File: src/rtl/alu_srcb_pkg.sv
// Shared types and helpers for the ALU operand-B selector.
package alu_srcb_pkg;

    // Immediate extension modes.
    typedef enum logic [1:0] {
        EXT_SIGN     = 2'd0,
        EXT_ZERO     = 2'd1,
        EXT_SIGN_SL2 = 2'd2,
        EXT_UPPER    = 2'd3
    } ext_mode_t;

    // Widest operand the extension helper can produce.
    localparam int EXT_MAX_W = 64;

    // Extend an imm_w-bit immediate to width bits (both <= EXT_MAX_W).
    // The result is returned right-aligned in EXT_MAX_W bits, with bits at and
    // above width cleared; callers keep the low width bits.
    function automatic logic [EXT_MAX_W-1:0] extend_imm(
        input logic [EXT_MAX_W-1:0] imm,
        input ext_mode_t            mode,
        input int                   imm_w,
        input int                   width
    );
        logic        [EXT_MAX_W-1:0] lo_mask;
        logic        [EXT_MAX_W-1:0] w_mask;
        logic        [EXT_MAX_W-1:0] imm_z;
        logic signed [EXT_MAX_W-1:0] imm_sx;
        logic        [EXT_MAX_W-1:0] res;
        lo_mask = (64'd1 << imm_w) - 64'd1;
        w_mask  = (width >= EXT_MAX_W) ? '1 : ((64'd1 << width) - 64'd1);
        imm_z   = imm & lo_mask;
        // Park the immediate at the top, then arithmetic-shift back down.
        imm_sx  = $signed(imm_z << (EXT_MAX_W - imm_w)) >>> (EXT_MAX_W - imm_w);
        case (mode)
            EXT_SIGN:     res = $unsigned(imm_sx);
            EXT_ZERO:     res = imm_z;
            EXT_SIGN_SL2: res = $unsigned(imm_sx <<< 2);
            EXT_UPPER:    res = imm_z << (width - imm_w);
            default:      res = '0;
        endcase
        return res & w_mask;
    endfunction

endpackage

File: src/rtl/alu_srcb_sel_pipe_skid.sv
// Two-register valid/ready skid buffer: R drives the output, S catches the
// one operand that arrives while R is stalled. in_ready is pure state.
module srcb_skid_buffer
    import alu_srcb_pkg::*;
#(
    parameter int WIDTH = 32
) (
    input  logic             clk,
    input  logic             reset_n,
    input  logic             in_valid,
    output logic             in_ready,
    input  logic [WIDTH-1:0] in_data,
    output logic             out_valid,
    input  logic             out_ready,
    output logic [WIDTH-1:0] out_data
);

    logic [WIDTH-1:0] r_data_p1;
    logic             r_vld_p1;
    logic [WIDTH-1:0] s_data_p1;
    logic             s_vld_p1;
    logic             accept;
    logic             consume;

    assign accept    = in_valid && in_ready;
    assign consume   = r_vld_p1 && out_ready;
    assign in_ready  = !s_vld_p1;
    assign out_valid = r_vld_p1;
    assign out_data  = r_data_p1;

    // Move operands through R and S; S only fills when R is stalled, and an
    // accept never coincides with a full S because in_ready is then low.
    always_ff @(posedge clk or negedge reset_n) begin
        if (!reset_n) begin
            r_data_p1 <= '0;
            r_vld_p1  <= 1'b0;
            s_data_p1 <= '0;
            s_vld_p1  <= 1'b0;
        end else if (accept && (!r_vld_p1 || consume)) begin
            r_data_p1 <= in_data;
            r_vld_p1  <= 1'b1;
        end else if (accept) begin
            s_data_p1 <= in_data;
            s_vld_p1  <= 1'b1;
        end else if (consume && s_vld_p1) begin
            r_data_p1 <= s_data_p1;
            s_vld_p1  <= 1'b0;
        end else if (consume) begin
            r_vld_p1  <= 1'b0;
        end
    end

endmodule

File: src/rtl/alu_srcb_sel_pipe.sv
// Registered ALU operand-B selector: channel / extended immediate / constant
// increment, behind a skid-buffered valid/ready output, with a sticky flag
// for illegal select codes.
module alu_srcb_sel_pipe
    import alu_srcb_pkg::*;
#(
    parameter int WIDTH     = 32,
    parameter int NUM_IN    = 4,
    parameter int IMM_W     = 16,
    parameter int SEL_W     = 4,
    parameter int CONST_INC = 4
) (
    input  logic                    clk,
    input  logic                    reset_n,
    input  logic                    in_valid,
    output logic                    in_ready,
    input  logic [SEL_W-1:0]        sel,
    input  logic [1:0]              ext_mode,
    input  logic [NUM_IN*WIDTH-1:0] data_in,
    input  logic [IMM_W-1:0]        imm,
    output logic                    out_valid,
    input  logic                    out_ready,
    output logic [WIDTH-1:0]        out_data,
    output logic                    sel_err,
    input  logic                    clear_err
);

    localparam int SEL_IMM = NUM_IN;
    localparam int SEL_INC = NUM_IN + 1;

    logic [WIDTH-1:0] ext_val_p0;
    logic [WIDTH-1:0] operand_p0;
    logic             sel_legal_p0;
    logic             accept;

    assign accept = in_valid && in_ready;

    // Extend the raw immediate according to the requested mode.
    always_comb begin
        ext_val_p0 = WIDTH'(extend_imm(EXT_MAX_W'(imm), ext_mode_t'(ext_mode),
                                       IMM_W, WIDTH));
    end

    // Decode the select into an operand; unknown codes give 0 and are illegal.
    always_comb begin
        operand_p0   = '0;
        sel_legal_p0 = 1'b0;
        for (int k = 0; k < NUM_IN; k++) begin
            if (sel == SEL_W'(k)) begin
                operand_p0   = data_in[k*WIDTH +: WIDTH];
                sel_legal_p0 = 1'b1;
            end
        end
        if (sel == SEL_W'(SEL_IMM)) begin
            operand_p0   = ext_val_p0;
            sel_legal_p0 = 1'b1;
        end else if (sel == SEL_W'(SEL_INC)) begin
            operand_p0   = WIDTH'(CONST_INC);
            sel_legal_p0 = 1'b1;
        end
    end

    // Sticky illegal-select flag; a new error wins over a same-cycle clear.
    always_ff @(posedge clk or negedge reset_n) begin
        if (!reset_n) begin
            sel_err <= 1'b0;
        end else if (accept && !sel_legal_p0) begin
            sel_err <= 1'b1;
        end else if (clear_err) begin
            sel_err <= 1'b0;
        end
    end

    // ---- stage boundary: selected operand registered into the skid buffer
    srcb_skid_buffer #(
        .WIDTH(WIDTH)
    ) u_skid (
        .clk      (clk),
        .reset_n  (reset_n),
        .in_valid (in_valid),
        .in_ready (in_ready),
        .in_data  (operand_p0),
        .out_valid(out_valid),
        .out_ready(out_ready),
        .out_data (out_data)
    );

endmodule

File: config.mk
export PLATFORM = sky130hd
export DESIGN_NAME = alu_srcb_sel_pipe
export DESIGN_NICKNAME = d
export VERILOG_FILES = /design/src/rtl/alu_srcb_pkg.sv /design/src/rtl/alu_srcb_sel_pipe_skid.sv /design/src/rtl/alu_srcb_sel_pipe.sv
export SDC_FILE = /design/constraint.sdc
export NUM_CORES = 1
export LEC_CHECK = 0
export BUFFER_PORTS_ARGS = -buffer_cell sky130_fd_sc_hd__buf_4
export CAP_MARGIN = 10
export CORE_MARGIN = 3
export CORE_UTILIZATION = 37
export CTS_BUF_LIST = sky130_fd_sc_hd__clkbuf_2 sky130_fd_sc_hd__clkbuf_4 sky130_fd_sc_hd__clkbuf_8
export CTS_CLUSTER_DIAMETER = 40
export DETAILED_ROUTE_END_ITERATION = 10
export HOLD_SLACK_MARGIN = 0.1
export PLACE_DENSITY = 0.76
export SETUP_SLACK_MARGIN = 0.2
export SLEW_MARGIN = 20
export SYNTH_ARGS = -nofsm -noshare
export SYNTH_HDL_FRONTEND = slang
export SYNTH_SLANG_ARGS = --single-unit
File: constraint.sdc
create_clock -name clk -period 3.6 [get_ports clk]
set_input_delay 0.36 -clock clk [delete_from_list [all_inputs] [get_ports clk]]
set_output_delay 0.36 -clock clk [all_outputs]
set_load 0.01 [all_outputs]
======== Yosys cells after proc, flatten, opt, wreduce, memory -nomap -nowiden ========
Index checks and enable logic that the tools add are counted.
operators by class
  eq/ne operators ......................... 10
  mux-type cells .......................... 24
  bitwise operators ....................... 1
  reductions and logical operators ........ 19
operators by type and width
  cell                number
  $mux 32             9
  $pmux 32 s4         1
  $mux 1              14
  $eq 4x2->1 const B  2
  $eq 4x3->1 const B  2
  $reduce_bool 2->1   4
  $reduce_and 2->1    3
  $logic_and 1x1->1   5
  $eq 2x2->1 const B  2
  $eq 4x1->1 const B  1
  $logic_not 4->1     1
  $ne 2x1->1 const B  2
  $logic_not 1->1     3
  $reduce_and 3->1    1
  $eq 2x1->1 const B  1
  $logic_not 2->1     1
  $logic_or 1x1->1    1
  $not 1->1           1
word-level totals
  flip-flop bits (word level) ............. 67
  word-level logic and storage cells ...... 59

======== Depth between registers and ports, before layout ========
Gate-level depths: netlist of the first run.
  depth after elaboration ................. 10
  depth in mapped cells ................... 7
  depth with buffers taken out ............ 4

======== Cells and area by module ========
From an unflattened synthesis of the first run, not the netlist that was laid out.
unflattened totals
  cell total of the unflattened synthesis .. 358
  area, all modules ....................... 4,351.7 um2
modules (own cells, without submodules)
  module             instances  cells each  area an instance (um2)  sequential area each (um2)
  srcb_skid_buffer   1          209         2,885.3                 1,651.6
  alu_srcb_sel_pipe  1          149         1,466.4                 25.0

======== Least setup slack after synthesis of the first run ========
OpenSTA, ideal clock, no wires.
  kind .................................... input to register
  from .................................... in sel[0]
  to ...................................... reg u_skid.r_data_p1[21], in the netlist u_skid.out_data[21]
  library setup time ...................... 133 ps
  arrival ................................. 1,622 ps
  data required time ...................... 3,467 ps
  setup slack ............................. 1,844 ps
  stages on the path ...................... 5
  path buffers ............................ 2
  path through ............................ buf_4 > buf_2 > mux4_2 > a21oi_1 > o21ai_0
between the ends
  longest elaborated chain between the ends .. 8
  elaborated cells on any way between the ends .. 13
  those cells by class .................... eq/ne: 5; mux: 7; reduce/logical: 1
RTL lines
  item                    line                          RTL
  start: declaration      alu_srcb_sel_pipe.sv:17       input logic [SEL_W-1:0] sel,
  $logic_not 4->1         alu_srcb_sel_pipe.sv:49       if (sel == SEL_W'(k)) begin
  $mux 32 (4 in a row)    alu_srcb_sel_pipe.sv:49
  $mux 32                 alu_srcb_sel_pipe.sv:57       end else if (sel == SEL_W'(SEL_INC)) begin
  $mux 32 (*)             alu_srcb_sel_pipe.sv:54       if (sel == SEL_W'(SEL_IMM)) begin
  $mux 32 (*)             alu_srcb_sel_pipe_skid.sv:39  end else if (accept && (!r_vld_p1 || consume)) begin
  end signal: assignment  alu_srcb_sel_pipe_skid.sv:40  r_data_p1 <= in_data;
  end signal: assignment  alu_srcb_sel_pipe_skid.sv:46  r_data_p1 <= s_data_p1;
  end: declaration        alu_srcb_sel_pipe_skid.sv:18  logic [WIDTH-1:0] r_data_p1;
Every way passes the cells marked *; elsewhere a longest branch is shown, timed or not.
A chain may end at the register's enable or synchronous reset.

======== Worst setup path in the final report of the first run ========
  from .................................... in sel[1]
  to ...................................... reg u_skid.r_data_p1[4], in the netlist u_skid.out_data[4]
Same word-level chain as after synthesis.

==> results of run 1 <==
## flip-flops by register name, indices dropped and copies added (netlist names)
signal,count
u_skid.s_vld_p1,1
sel_err,1
u_skid.out_data,32
u_skid.s_data_p1,32
u_skid.out_valid,1
## power by group through the flow
| stage | Clock (mW) | Sequential, mW | Combinational (mW) |
|---|---|---|---|
| 4_1_cts | 0.638 | 1.31 | 1.26 |
| 3_5_place_dp | 0 | 1.32 | 1.25 |
| 3_3_place_gp | 0 | 1.30 | 1.22 |
| 6_report | 0.628 | 1.31 | 1.25 |
| 2_1_floorplan | 0 | 1.33 | 0.643 |
| 5_1_grt | 0.672 | 1.35 | 1.39 |
## synthesized netlist by cell type
cell | number | area share, %
nor2_8 | 1 | 0.50
buf_2 | 4 | 0.50
nor2b_1 | 4 | 0.62
o41ai_1 | 1 | 0.22
nand2_1 | 4 | 0.37
mux2i_1 | 27 | 6.7
clkbuf_1 | 24 | 2.2
a32oi_1 | 1 | 0.22
a221oi_2 | 10 | 3.7
a22oi_1 | 33 | 6.2
or3_1 | 2 | 0.31
nor3_4 | 1 | 0.41
mux4_2 | 19 | 11
o22ai_1 | 14 | 2.2
nand2b_1 | 3 | 0.47
nor2_1 | 33 | 3.1
a22o_1 | 1 | 0.22
a21oi_2 | 3 | 0.66
a21oi_1 | 62 | 7.7
dfrtp_1 | 67 | 42
and3_1 | 1 | 0.16
inv_1 | 5 | 0.47
o21ai_1 | 10 | 1.2
a221oi_1 | 3 | 0.66
nor4b_1 | 1 | 0.22
or4b_1 | 1 | 0.25
o21ai_0 | 22 | 2.7
o21ai_2 | 2 | 0.44
buf_4 | 5 | 0.94
a22oi_2 | 2 | 0.62
nand3_1 | 16 | 2.0
buf_6 | 4 | 1.1
or3b_2 | 1 | 0.22
## per-layer routing
metal  track usage (%)  vias to the layer above
li1                  -                     1824
met1              30.0                     1870
met2              36.0                      197
met3              4.83                       20
met4              5.45                        0
met5                 0                        -
## layout make-up
type / count / share of cell area (%)
clock buffer: 9 / 2.19
clock inverter: 7 / 1.35
inverter: 5 / 0.331
multi-input combinational: 278 / 37.8
sequential: 67 / 29.6
tap: 136 / 3.01
timing repair buffer: 194 / 25.7
## path summary, 6_finish.rpt
| check | end |
|---|---|
| min | u_skid.s_data_p1[25]$_DFFE_PN0P_ |
| max reg2reg | u_skid.out_data[4]$_DFFE_PN0P_ |
| min reg2reg | u_skid.s_data_p1[2]$_DFFE_PN0P_ |
| max | u_skid.out_data[4]$_DFFE_PN0P_ |
| min in group clk | u_skid.s_vld_p1$_DFFE_PN0P_ |
| max in group asynchronous | u_skid.out_data[9]$_DFFE_PN0P_ |
## critical path: stages
cell      delay (ns)
buf_4           0.21
or4b_1          0.88
nor3_4          0.68
a221oi_1        0.20
o21ai_0         0.21
## kinds of logic (layout without fill, tap and decap cells)
kind of cell	after synthesis	count (layout)
flops	67	67
buf+inv	42	215
mux	46	46
simple gates	68	68
compound gates	164	164
## stage by stage
stage               area [um2]  power [mW]
floorplan                 4010        1.97
global placement          5460        2.53
detailed placement        5460        2.57
CTS                       5660        3.21
global route              5660        3.42
finish                    5660        3.19
==> impl_metrics.env, run 1 <==
export IMPL_p_int_mw=2.03
export IMPL_powerDensity_nw_per_um2=563
export IMPL_clk_pin_slew_ns=0.08
export IMPL_postSynthCellCount=387
export IMPL_crit_path_start_kind="input pin"
export IMPL_drt_total_wl_um=13500
export IMPL_vias_per_cell=5.62
export IMPL_fin_ws_ns=1.32
export IMPL_synth_xor_area_share_pct=0
export IMPL_initial_core_util_pct=38.5
export IMPL_synth_cell_types=33
export IMPL_nNetsFinal=710
export IMPL_setup_violations=0
export IMPL_netSwitchingPower_mw=1.16
export IMPL_syn_nets=542
export IMPL_nFillCells=947
export IMPL_fin_crit_ns=2.28
export IMPL_route_detailed_drc=0
export IMPL_swShare_pct=36.5
export IMPL_cts_root_buf="clkbuf_8"
export IMPL_coreArea_um2=10400
export IMPL_drv_cap=0
export IMPL_setup_tns_ns=0
export IMPL_rsz0062_at_grt="no"
export IMPL_numCtsBuffers=9
export IMPL_most_common_layout_cells="buf_4 (194), dfrtp_1 (67), a21oi_1 (61)"
export IMPL_gp_congestion=0.858
export IMPL_maxSlewHeadroom_pct=35.6
export IMPL_synth_simple_area_share_pct=8.61
export IMPL_hold_buffers=0
export IMPL_wl_per_cell_um=19.4
export IMPL_clk_latency_ns=0.35
export IMPL_fin_util_pct=54.4
export IMPL_first_iter_violations=283
export IMPL_clk_path_buf_depth=2
export IMPL_comb_power_share_pct=39.2
export IMPL_met1_length_um=5580
export IMPL_worstPathMaxFanout=25
export IMPL_drtAntennaViolNets=0
export IMPL_seq_area_frac_synth_pct=41.8
export IMPL_grt_max_degree=68
export IMPL_crit_path_end_kind="flip-flop"
export IMPL_muxShareOfSynthArea_pct=17.4
export IMPL_dp_cells=680
export IMPL_dp_hpwl_um=10400
export IMPL_p_clk_share_pct=19.7
export IMPL_fmax_mhz=438
export IMPL_grt_use_total_pct=22.1
export IMPL_regArea_um2=1680
export IMPL_drive_gt1_share_pct=44.8
export IMPL_yosysWarnings=0
export IMPL_skew_ns=0.0117
export IMPL_pre_cts_ws_ns=0.974
export IMPL_syn_area_um2=4010
export IMPL_grt_overflow_total=0
export IMPL_rrSetupSlack_ns=1.52
export IMPL_num_rows=37
export IMPL_met3_length_um=951
export IMPL_rr_worst_depth=5
export IMPL_portBuffers=189
export IMPL_postCtsSetupRepairBufs=0
export IMPL_multi_input_area_um2=2140
export IMPL_grt_antenna_before_repair=0
export IMPL_drv_slew=0
export IMPL_tightest_slew_ns=0.964
export IMPL_h_tree_depth=3
export IMPL_synthAdderAreaFrac_pct=0
export IMPL_cts_repair_resized=0
export IMPL_diodes=0
export IMPL_critPathRequiredTime_ns=3.87
export IMPL_pwr_share_seq_pct=41.1
export IMPL_ir_drop_mv=0.386
export IMPL_synth_top_family_by_area="compound AO/OA/AOI/OAI gates"
export IMPL_dieArea_um2=12100
export IMPL_leakage_nw=2.57
export IMPL_areaGrowthSynthToFinish_pct=41.2
export IMPL_stdcell_count=696
export IMPL_crit_type="in -> reg"
export IMPL_grt_first_pass_wirelength_um=20200
export IMPL_synth_compound_area_share_pct=26.9
export IMPL_arrival_ns=2.55
export IMPL_fin_crit_sh_pct=63.5
export IMPL_mostFrequentLayoutCell="buf_4"
export IMPL_avgSynthCellArea_um2=10.4
export IMPL_drtPass1Iterations=5
export IMPL_r2r_start="u_skid.out_valid$_DFFE_PN0P_"
export IMPL_die_x_um=110
export IMPL_status="complete, no violations"
export IMPL_vias=3911
export IMPL_worst_hold_slack_ns=0.0979
export IMPL_ioPinCount=190
export IMPL_ys_ff_latch=67
export IMPL_hp_class="in -> async"
export IMPL_cts_tree="yes"
export IMPL_top_layer="met4"
export IMPL_hold_viol=0
export IMPL_grt_pass1_vias=3805
export IMPL_die_h_um=110
export IMPL_wl_met2_um=6730
export IMPL_clkSinkCount=67
export IMPL_crit_path_start="sel[1]"
(Power assumes the default switching activity.)
==> inputs of run 2 (changes only) <==
clock period = 2.3 ns   (was 3.6 ns; I/O delays follow)
==> impl_metrics.env, run 2 (synthesis results as in run 1) <==
export IMPL_leakage_nw=2.62
export IMPL_mostFrequentLayoutCell="buf_4"
export IMPL_arrival_ns=1.92
export IMPL_cts_repair_resized=0
export IMPL_rsz0062_at_grt="no"
export IMPL_stdcell_count=704
export IMPL_cts_root_buf="clkbuf_8"
export IMPL_fin_util_pct=55.3
export IMPL_diodes=0
export IMPL_clk_path_buf_depth=2
export IMPL_nNetsFinal=718
export IMPL_grt_max_degree=68
export IMPL_grt_first_pass_wirelength_um=20200
export IMPL_tightest_slew_ns=0.855
export IMPL_num_rows=37
export IMPL_finalPower_mw=5.12
export IMPL_die_h_um=110
export IMPL_hold_buffers=3
export IMPL_drv_cap=0
export IMPL_numCtsBuffers=9
export IMPL_die_x_um=110
export IMPL_vias=3955
export IMPL_r2r_start="u_skid.out_valid$_DFFE_PN0P_"
export IMPL_h_tree_depth=3
export IMPL_dp_cells=685
export IMPL_hold_viol=0
export IMPL_rrSetupSlack_ns=0.75
export IMPL_powerDensity_nw_per_um2=889
export IMPL_ioPinCount=190
export IMPL_initial_core_util_pct=38.5
export IMPL_drive_gt1_share_pct=45.1
export IMPL_gp_congestion=0.863
export IMPL_grt_antenna_before_repair=0
export IMPL_crit_path_start="out_ready"
export IMPL_fin_crit_ns=1.70
export IMPL_drtAntennaViolNets=0
export IMPL_rr_worst_depth=5
export IMPL_most_common_layout_cells="buf_4 (197), dfrtp_1 (67), a21oi_1 (61)"
export IMPL_clkSinkCount=67
export IMPL_cts_tree="yes"
export IMPL_clk_pin_slew_ns=0.08
export IMPL_drt_total_wl_um=13800
export IMPL_areaGrowthSynthToFinish_pct=43.6
export IMPL_wl_per_cell_um=19.7
export IMPL_coreArea_um2=10400
export IMPL_setup_tns_ns=0
export IMPL_setup_violations=0
export IMPL_grt_overflow_total=0
export IMPL_worstPathMaxFanout=19
export IMPL_first_iter_violations=310
export IMPL_drtPass1Iterations=5
export IMPL_fin_crit_sh_pct=74.1
export IMPL_crit_path_end_kind="flip-flop"
export IMPL_maxSlewHeadroom_pct=43.0
export IMPL_route_detailed_drc=0
export IMPL_postCtsSetupRepairBufs=0
export IMPL_status="complete, no violations"
export IMPL_dp_hpwl_um=10400
export IMPL_skew_ns=0.00741
export IMPL_drv_slew=0
export IMPL_grt_pass1_vias=3682
export IMPL_grt_use_total_pct=22.2
export IMPL_hp_class="in -> reg"
export IMPL_ir_drop_mv=0.527
export IMPL_fmax_mhz=587
export IMPL_r2r_end="u_skid.out_data[4]$_DFFE_PN0P_"
export IMPL_portBuffers=189
export IMPL_clk_latency_ns=0.36
export IMPL_crit_path_start_kind="input pin"
export IMPL_critPathRequiredTime_ns=2.52
export IMPL_vias_per_cell=5.62
export IMPL_crit_type="in -> reg"
export IMPL_dieArea_um2=12100
export IMPL_endpoint="u_skid.out_data[4]$_DFFE_PN0P_"
==> run 2: changes by cell type in the layout (fill, tap and decap cells not counted) <==
cell,before,now
buf_12,0,2
a21oi_4,1,0
buf_4,194,197
clkbuf_8,9,11
clkinv_4,2,1
clkinvlp_4,2,1
dlygate4sd3_1,0,3
a21oi_2,3,4
==> run 2: how the worst min path moves through the flow <==
stage / startpoint / end / slack [ns] / depth (start not counted)
finish: sel[3] / u_skid.s_data_p1[2]$_DFFE_PN0P_ / 0.14 / 2
global route: sel[3] / u_skid.s_data_p1[2]$_DFFE_PN0P_ / 0.15 / 2
CTS: sel[3] / u_skid.s_data_p1[2]$_DFFE_PN0P_ / 0.13 / 2
detailed placement: reset_n / u_skid.s_vld_p1$_DFFE_PN0P_ / 0.40 / 1
global placement: reset_n / u_skid.s_vld_p1$_DFFE_PN0P_ / 0.38 / 1
floorplan: reset_n / sel_err$_DFFE_PN0P_ / -0.07 / 0
==> run 2: power by group <==
part,switching [mW],internal [mW]
clock,0.499,0.564
sequential,0.339,1.71
combinational,1.03,0.982
total,1.86,3.26
==> run 2: critical path: stages <==
cell and delay [ns]:
dlygate4sd3_1 0.54, buf_4 0.15, nand2b_1 0.21, nand2_1 0.11, buf_4 0.23, buf_4 0.29, o21ai_0 0.15
==> run 2: area by class of cell <==
cell class / count / area [um2]
fill: 929 / 4660
multi-input combinational: 278 / 2130
sequential: 67 / 1680
timing repair buffer: 202 / 1550
tap: 136 / 170
clock buffer: 11 / 151
clock inverter: 5 / 60.1
inverter: 5 / 18.8
==> run 2: per-stage QoR <==
stage          worst slack, ns  hold slack [ns]  instance area [um2]
2_1_floorplan            0.674          -0.0656                 4010
3_3_place_gp             0.450            0.377                 5520
3_5_place_dp             0.415            0.397                 5520
4_1_cts                  0.637            0.127                 5760
5_1_grt                  0.564            0.145                 5760
6_report                 0.596            0.136                 5760
==> run 2: metal layers <==
layer,wire [um],global-route usage (%),vias to the layer above
met4,224,5.80,0
met1,5580,30.1,1888
li1,-,-,1838
met5,0,0,-
met2,6810,35.8,209
met3,1230,5.18,20
